[config.mk]
export PLATFORM = sky130hd
export DESIGN_NAME = decode_stage
export DESIGN_NICKNAME = d
export VERILOG_FILES = /design/src/rtl/decode_stage_pkg.sv /design/src/rtl/decode_stage_instr_decode.sv /design/src/rtl/decode_stage.sv
export SDC_FILE = /design/constraint.sdc
export NUM_CORES = 1
export LEC_CHECK = 0
export ABC_AREA = 1
export CORE_ASPECT_RATIO = 0.6
export CORE_MARGIN = 5
export CORE_UTILIZATION = 36
export CTS_CLUSTER_DIAMETER = 60
export CTS_CLUSTER_SIZE = 8
export DETAILED_ROUTE_END_ITERATION = 10
export PLACE_DENSITY = 0.8
export SETUP_SLACK_MARGIN = 0.1
export SYNTH_ARGS = -nofsm -noshare
export SYNTH_HDL_FRONTEND = slang
export SYNTH_SLANG_ARGS = --single-unit
[constraint.sdc]
create_clock -name clk -period 1.4 [get_ports clk]
set_input_delay 0.35 -clock clk [delete_from_list [all_inputs] [get_ports clk]]
set_output_delay 0.35 -clock clk [all_outputs]
set_load 0.02 [all_outputs]
[src/rtl/decode_stage_pkg.sv]
// Shared MIPS opcode constants, extender select codes and decoded-beat types
// for decode_stage and its instr_decode sub-module.
package decode_stage_pkg;

  localparam logic [5:0] OP_RTYPE = 6'h00;
  localparam logic [5:0] OP_J     = 6'h02;
  localparam logic [5:0] OP_JAL   = 6'h03;
  localparam logic [5:0] OP_BEQ   = 6'h04;
  localparam logic [5:0] OP_BNE   = 6'h05;
  localparam logic [5:0] OP_ADDI  = 6'h08;
  localparam logic [5:0] OP_ADDIU = 6'h09;
  localparam logic [5:0] OP_SLTI  = 6'h0A;
  localparam logic [5:0] OP_SLTIU = 6'h0B;
  localparam logic [5:0] OP_ANDI  = 6'h0C;
  localparam logic [5:0] OP_ORI   = 6'h0D;
  localparam logic [5:0] OP_XORI  = 6'h0E;
  localparam logic [5:0] OP_LUI   = 6'h0F;
  localparam logic [5:0] OP_LW    = 6'h23;
  localparam logic [5:0] OP_SW    = 6'h2B;

  localparam logic [1:0] EXT_OP_SE = 2'd0;
  localparam logic [1:0] EXT_OP_ZE = 2'd1;
  localparam logic [1:0] EXT_OP_LS = 2'd2;

  typedef struct packed {
    logic [5:0]  op;
    logic [4:0]  rs, rt, rd, shamt;
    logic [5:0]  funct;
    logic [15:0] im;
    logic [1:0]  ext_op;
    logic [25:0] jaddr;
    logic        illegal;
  } dec_t;

  typedef struct packed {
    logic [31:0] pc;
    dec_t        dec;
  } beat_t;

  localparam int DEC_W = $bits(dec_t);

endpackage

[src/rtl/decode_stage_instr_decode.sv]
// Purely combinational MIPS field extraction, extender select and
// supported-opcode check.
module instr_decode
  import decode_stage_pkg::*;
(
  input  logic [31:0]      instr_i,
  output logic [DEC_W-1:0] dec_o
);

  dec_t dec;

  always_comb begin
    dec         = '0;
    dec.op      = instr_i[31:26];
    dec.rs      = instr_i[25:21];
    dec.rt      = instr_i[20:16];
    dec.rd      = instr_i[15:11];
    dec.shamt   = instr_i[10:6];
    dec.funct   = instr_i[5:0];
    dec.im      = instr_i[15:0];
    dec.jaddr   = instr_i[25:0];

    // Logical immediates zero-extend, lui shifts; everything else sign-extends.
    case (dec.op)
      OP_ANDI, OP_ORI, OP_XORI: dec.ext_op = EXT_OP_ZE;
      OP_LUI:                   dec.ext_op = EXT_OP_LS;
      default:                  dec.ext_op = EXT_OP_SE;
    endcase

    case (dec.op)
      OP_RTYPE, OP_J, OP_JAL, OP_BEQ, OP_BNE,
      OP_ADDI, OP_ADDIU, OP_SLTI, OP_SLTIU,
      OP_ANDI, OP_ORI, OP_XORI, OP_LUI,
      OP_LW, OP_SW: dec.illegal = 1'b0;
      default:      dec.illegal = 1'b1;
    endcase
  end

  assign dec_o = dec;

endmodule

[src/rtl/decode_stage.sv]
// One-cycle pipelined MIPS decode stage. Define DECODE_SKID_EN to add a
// one-entry skid buffer so in_ready comes straight from a register.
module decode_stage
  import decode_stage_pkg::*;
(
  input  logic        clk,
  input  logic        rst,
  input  logic        in_valid,
  output logic        in_ready,
  input  logic [31:0] in_pc,
  input  logic [31:0] in_instr,
  input  logic        flush,
  output logic        out_valid,
  input  logic        out_ready,
  output logic [31:0] out_pc,
  output logic [5:0]  out_op,
  output logic [5:0]  out_funct,
  output logic [4:0]  out_rs,
  output logic [4:0]  out_rt,
  output logic [4:0]  out_rd,
  output logic [4:0]  out_shamt,
  output logic [15:0] out_im,
  output logic [1:0]  out_ext_op,
  output logic [25:0] out_jaddr,
  output logic        out_illegal
);

  // Handshake: a beat moves on any edge where valid && ready; a producer holds
  // valid and payload stable until that edge, and flush beats accept.
  logic [DEC_W-1:0] dec_raw;
  beat_t            in_beat;
  beat_t            out_q, out_d;
  logic             out_valid_q, out_valid_d;
  logic             in_accept;

  instr_decode u_instr_decode (
    .instr_i (in_instr),
    .dec_o   (dec_raw)
  );

  assign in_beat = {in_pc, dec_raw};

`ifdef DECODE_SKID_EN
  beat_t skid_q, skid_d;
  logic  skid_valid_q, skid_valid_d;
  logic  in_ready_q;

  assign in_ready  = in_ready_q;
  assign in_accept = in_valid && in_ready_q && !flush;

  always_comb begin
    out_d        = out_q;
    out_valid_d  = out_valid_q;
    skid_d       = skid_q;
    skid_valid_d = skid_valid_q;
    if (flush) begin
      out_valid_d  = 1'b0;
      skid_valid_d = 1'b0;
    end else if (!out_valid_q || out_ready) begin
      // Skid entry is older than anything offered now, so it goes first.
      if (skid_valid_q) begin
        out_d        = skid_q;
        out_valid_d  = 1'b1;
        skid_valid_d = 1'b0;
      end else if (in_accept) begin
        out_d       = in_beat;
        out_valid_d = 1'b1;
      end else begin
        out_valid_d = 1'b0;
      end
    end else if (in_accept) begin
      skid_d       = in_beat;
      skid_valid_d = 1'b1;
    end
  end

  always_ff @(posedge clk) begin
    if (rst) begin
      out_q        <= '0;
      out_valid_q  <= 1'b0;
      skid_q       <= '0;
      skid_valid_q <= 1'b0;
      in_ready_q   <= 1'b1;
    end else begin
      out_q        <= out_d;
      out_valid_q  <= out_valid_d;
      skid_q       <= skid_d;
      skid_valid_q <= skid_valid_d;
      in_ready_q   <= !skid_valid_d;
    end
  end
`else
  assign in_ready  = !out_valid_q || out_ready;
  assign in_accept = in_valid && in_ready && !flush;

  always_comb begin
    out_d       = out_q;
    out_valid_d = out_valid_q;
    if (flush) begin
      out_valid_d = 1'b0;
    end else if (in_accept) begin
      out_d       = in_beat;
      out_valid_d = 1'b1;
    end else if (out_ready) begin
      out_valid_d = 1'b0;
    end
  end

  always_ff @(posedge clk) begin
    if (rst) begin
      out_q       <= '0;
      out_valid_q <= 1'b0;
    end else begin
      out_q       <= out_d;
      out_valid_q <= out_valid_d;
    end
  end
`endif

  assign out_valid   = out_valid_q;
  assign out_pc      = out_q.pc;
  assign out_op      = out_q.dec.op;
  assign out_funct   = out_q.dec.funct;
  assign out_rs      = out_q.dec.rs;
  assign out_rt      = out_q.dec.rt;
  assign out_rd      = out_q.dec.rd;
  assign out_shamt   = out_q.dec.shamt;
  assign out_im      = out_q.dec.im;
  assign out_ext_op  = out_q.dec.ext_op;
  assign out_jaddr   = out_q.dec.jaddr;
  assign out_illegal = out_q.dec.illegal;

endmodule
Word-level counts from Yosys, hierarchy flattened. Memories as Yosys holds them, arrays and structs flattened. A register that Yosys moved wholly into a read port is not among the register bits. Cells that the tools add are included.

Register bits after elaboration: 109. Bits in latches: 0. Bits in writable memories: 0. Memory bits (read-only): 64. Input port bits: 69. Output and inout port bits: 111. Logic and storage cells: 29. Memories kept: 1.

Add/subtract/negate cells: 0. $mul: 0. Div/mod/pow operators: 0. $lt $le $gt $ge: 0. Equality and inequality tests: 4. Shifts and indexed selects: 0. Mux-type cells: 3. Bitwise gates (word level): 1. Reduce and logical (&&, ||, !) cells: 9.

Memories: (name not given) (words 64, bits a word 1, read ports 1, clocked after Yosys merged registers in 1, wr ports 0, line decode_stage_instr_decode.sv:30) `case (dec.op)`.

Operator list (number): equality test 6 x 4 -> 1 bit, second input constant (4); case mux 2 bit (2 select lines) (1); OR reduction 3 bit (1); logical AND 1 bit (2); zero test 1 bit (2); 2-to-1 mux 1 bit (2); AND reduction 2 bit (1); nonzero test 2 bit (1); OR reduction 2 bit (1); logical OR 1 bit (1); inverter 1 bit (1).

Logic depth before layout (Yosys ltp).
Depth after elaboration: 5. Gate-level depth with buffers: 8. Mapped depth without buffers: 7.

Modules after synthesis. A second synthesis with hierarchy kept.

Cell total of the unflattened synthesis: 812. Area, all modules: 5506.5 µm².

By module, submodules not included: decode_stage (instances 1, cells each 721, area each 4880.9 µm², seq. area each 2202.1 µm²); instr_decode (instances 1, cells each 91, area each 625.6 µm², seq. area each 0.0 µm²).

Worst setup path after synthesis. Ideal clock, no wire load.

Path type: reg-to-reg. Start: register out_valid_q (netlist: out_valid). End: register out_q (netlist bit out_funct[4]). Library setup time: 116 ps. Data arrival time: 1145 ps. Required time: 1284 ps. Slack: 140 ps. Stages on the path, launching flop included: 8. Buffers on the path: 2. Period minus slack after synthesis: 1260 ps. Cells stage by stage: dfxtp_1 -> nand2_2 -> nand2_4 -> inv_2 -> buf_6 -> buf_6 -> nor2_1 -> nor2_1.

Longest elaborated chain between the ends: 5.

RTL lines: start, declared (line decode_stage.sv:33) `logic out_valid_q, out_valid_d;`; start signal, assigned (line decode_stage.sv:115) `out_valid_q <= out_valid_d;`; zero test 1 bit (line decode_stage.sv:93) `assign in_ready = !out_valid_q || out_ready;`; logical OR 1 bit (line decode_stage.sv:93); named net in_ready (line decode_stage.sv:9) `output logic in_ready,`; logical AND 1 bit (2 in a row) (line decode_stage.sv:94) `assign in_accept = in_valid && in_ready && !flush;`; AND reduction 2 bit (no line); end signal, assigned (line decode_stage.sv:114) `out_q <= out_d;`; end, declared (line decode_stage.sv:32) `beat_t out_q, out_d;`.

The timed path passes the listed nets, and every way through them passes these cells. A chain may end at the register's enable or synchronous reset.

Worst setup path after layout.
Start: register out_q (netlist bit out_pc[6]). End: output port out_pc[6].

RTL lines: end, declared (line decode_stage.sv:15) `output logic [31:0] out_pc,`.

No word-level cell between the ends.

==> flow_summary.ini <==
[clock_network]
cts_tree = yes
cts.clk_slew.worst_paths_ps = 50
clkLatencyLatePin_ps = 320
postCtsHoldBufs = 0
cts.sinks = 68
numCtsBuffers = 9
clock_path_buffers = 2
clock-root-buffer = clkbuf_16
cts_max_level = 3

[grt]
track_usage = 0.179
grt_pass1_vias = 2764
grt_max_degree = 50
grt_pass1_wl_um = 13900
antenna_found_initial = 0
gr-total-overflow = 0

[hold_path]
holdPathEnd = out_valid
whs_path_depth = 2
min_from = flush
min_path_type = input port to flip-flop

[detailed_routing]
wl_per_cell_um = 15.6
drc = 0
totalWireLength_um = 9590
vias = 2806
vias_per_cell = 4.57
dr.pass1.iters = 4
ant_nets = 0
drt_iter0_drc = 182

[floorplanning]
die_height_um = 78.1
die_area_um2 = 9660
io_pins = 180
core_area_um2 = 7390
num_rows = 24
die_x_um = 124
start_util = 0.377

[timing]
finalCriticalPeriod_ps = 1270
setup_viol = 0
slew_headroom = 0.864
tns_ps = 0
drv_slew = 0
fmax_ghz = 0.789
worst_pin_slew_ps = 202
finalClockSkew_ps = 3.25
final-hold-violation-count = 0
min_period_over_period = 0.905
rsz0062_at_grt = no

[critical_path]
critPathMaxStageDelay_ps = 330
cp_num_buf_inv = 1
critPathLaunchType = flip-flop
r2r_start = out_valid
crit_family = flip-flops
crit_slowest_cell = dfxtp_1
reg2reg_depth = 7
path_max_fanout = 2
path_class = flip-flop to output pin
arrival_ps = 920
r2r_end = out_pc[18]
cp.required_ps = 1050
end_kind = output pin
rrSetupSlack_ps = 170
path_cells = clkdlybuf4s15_2

[synth]
syn_nets = 427
ys_ff_latch = 68
synth_cells = 358
yosysWarnings = 0
netlist-cell-type-count = 18
syn_area_per_cell_um2 = 7.78
synthesis.area_um2 = 2790
ys_seq_area_frac = 0.489

[layout]
layout_common_cells = 135 x nor2_1, 98 x buf_2, 67 x dfxtp_1, 65 x clkdlybuf4s50_1, 53 x o21ai_0
antennaDiodeCount = 0
final_common_cell = nor2_1
nets = 574
area_growth_syn_to_layout_pct = 60.2
drive_above_1_share = 0.302

[placement]
gp_congestion = 0.792
io_buffer_count = 179
hpwl_um = 6500

[run_status]
status = complete, no violations

[pwr]
ir_drop_mv = 1.04
fin_total_pwr_uw = 6050
leakage_uw = 0.00211
p_per_area_nw_per_um2 = 1360

[flow_run]
maxCapViolCount = 0
-- registers in the layout, summed over array words and instances, names as in the netlist --
| signal | cells |
|---|---|
| out_ext_op | 2 |
| out_funct | 5 |
| out_illegal | 1 |
| out_im | 2 |
| out_jaddr | 2 |
| out_op | 6 |
| out_pc | 32 |
| out_rd | 4 |
| out_rs | 5 |
| out_rt | 4 |
| out_shamt | 4 |
| out_valid | 1 |
-- report_power, final --
| group | internal, µW | switching (µW) |
|---|---|---|
| logic | 495 | 626 |
| clock network | 1970 | 813 |
| registers | 2070 | 81.3 |
-- worst max-delay path by stage --
| stage | from | end | slack [ps] | cells after the start |
|---|---|---|---|---|
| after floorplan | out_valid | out_funct[4] | 140 | 7 |
| after global placement | out_ready | in_ready | -460 | 4 |
| after detailed placement | out_ready | in_ready | -470 | 4 |
| after CTS | out_rt[2] | out_rt[2] | 40 | 1 |
| after global routing | out_pc[12] | out_pc[12] | 100 | 1 |
| final | out_pc[6] | out_pc[6] | 130 | 1 |
-- cells in the mapped netlist --
library cell / n / area [µm²]
nor2_1: 135 / 507
dfxtp_1: 68 / 1360
o21ai_0: 56 / 280
buf_4: 42 / 315
o21ai_1: 10 / 50.1
buf_6: 9 / 101
clkbuf_1: 9 / 33.8
inv_1: 8 / 30.0
nand2_1: 8 / 30.0
inv_2: 3 / 11.3
a21oi_1: 2 / 10.0
buf_2: 2 / 10.0
a211oi_1: 1 / 7.51
nand2_2: 1 / 6.26
nand2_4: 1 / 11.3
nand3_1: 1 / 5.00
nor2_4: 1 / 11.3
nor3_1: 1 / 5.00
-- area by class of cell --
type / instances / area, µm²
sequential: 68 / 1360
clock buffer: 10 / 239
inverter: 11 / 53.8
multi-input combinational: 218 / 947
fill: 696 / 2920
clock inverter: 6 / 135
tap: 104 / 130
timing repair buffer: 197 / 1600
-- metal layers --
layer  vias up  routed length [µm]  global-route usage  part of all wire
li1       1384                   -                   -                 -
met1      1271                4200               0.208              0.44
met2       141                4280               0.304              0.45
met3        10                 999              0.0733              0.10
met4         0                 109              0.0541             0.011
met5         -                   0                   0                 0
-- through the flow --
stage	hold WS, ps	util	worst slack, ps	cell area (µm²)	cells
4_1_cts	462	0.613	39.8	4530	608
3_3_place_gp	452	0.597	-460	4410	591
3_5_place_dp	454	0.597	-471	4410	591
5_1_grt	302	0.604	100	4460	614
2_1_floorplan	419	-	140	2790	358
6_report	307	0.604	133	4460	614
-- what timing repair did --
| item | in CTS | in global routing |
|---|---|---|
| pin swaps | 0 | 4 |
| resized for setup | 400 | 45 |
| setup endpoints to repair | 162 | 90 |
| endpoints found under the hold margin | 0 | 0 |
| cloned | 1 | 6 |
| setup buffers | 0 | 0 |
-- cell families (layout without fill, tap and decap cells) --
group	after synthesis	after routing	share of synthesized area
AOI/OAI and AO/OA	69	69	0.125
and+or+nand+nor	148	149	0.207
buffers and inverters	73	224	0.180
DFF	68	68	0.489
No activity file was read; power rests on OpenSTA's default activity.
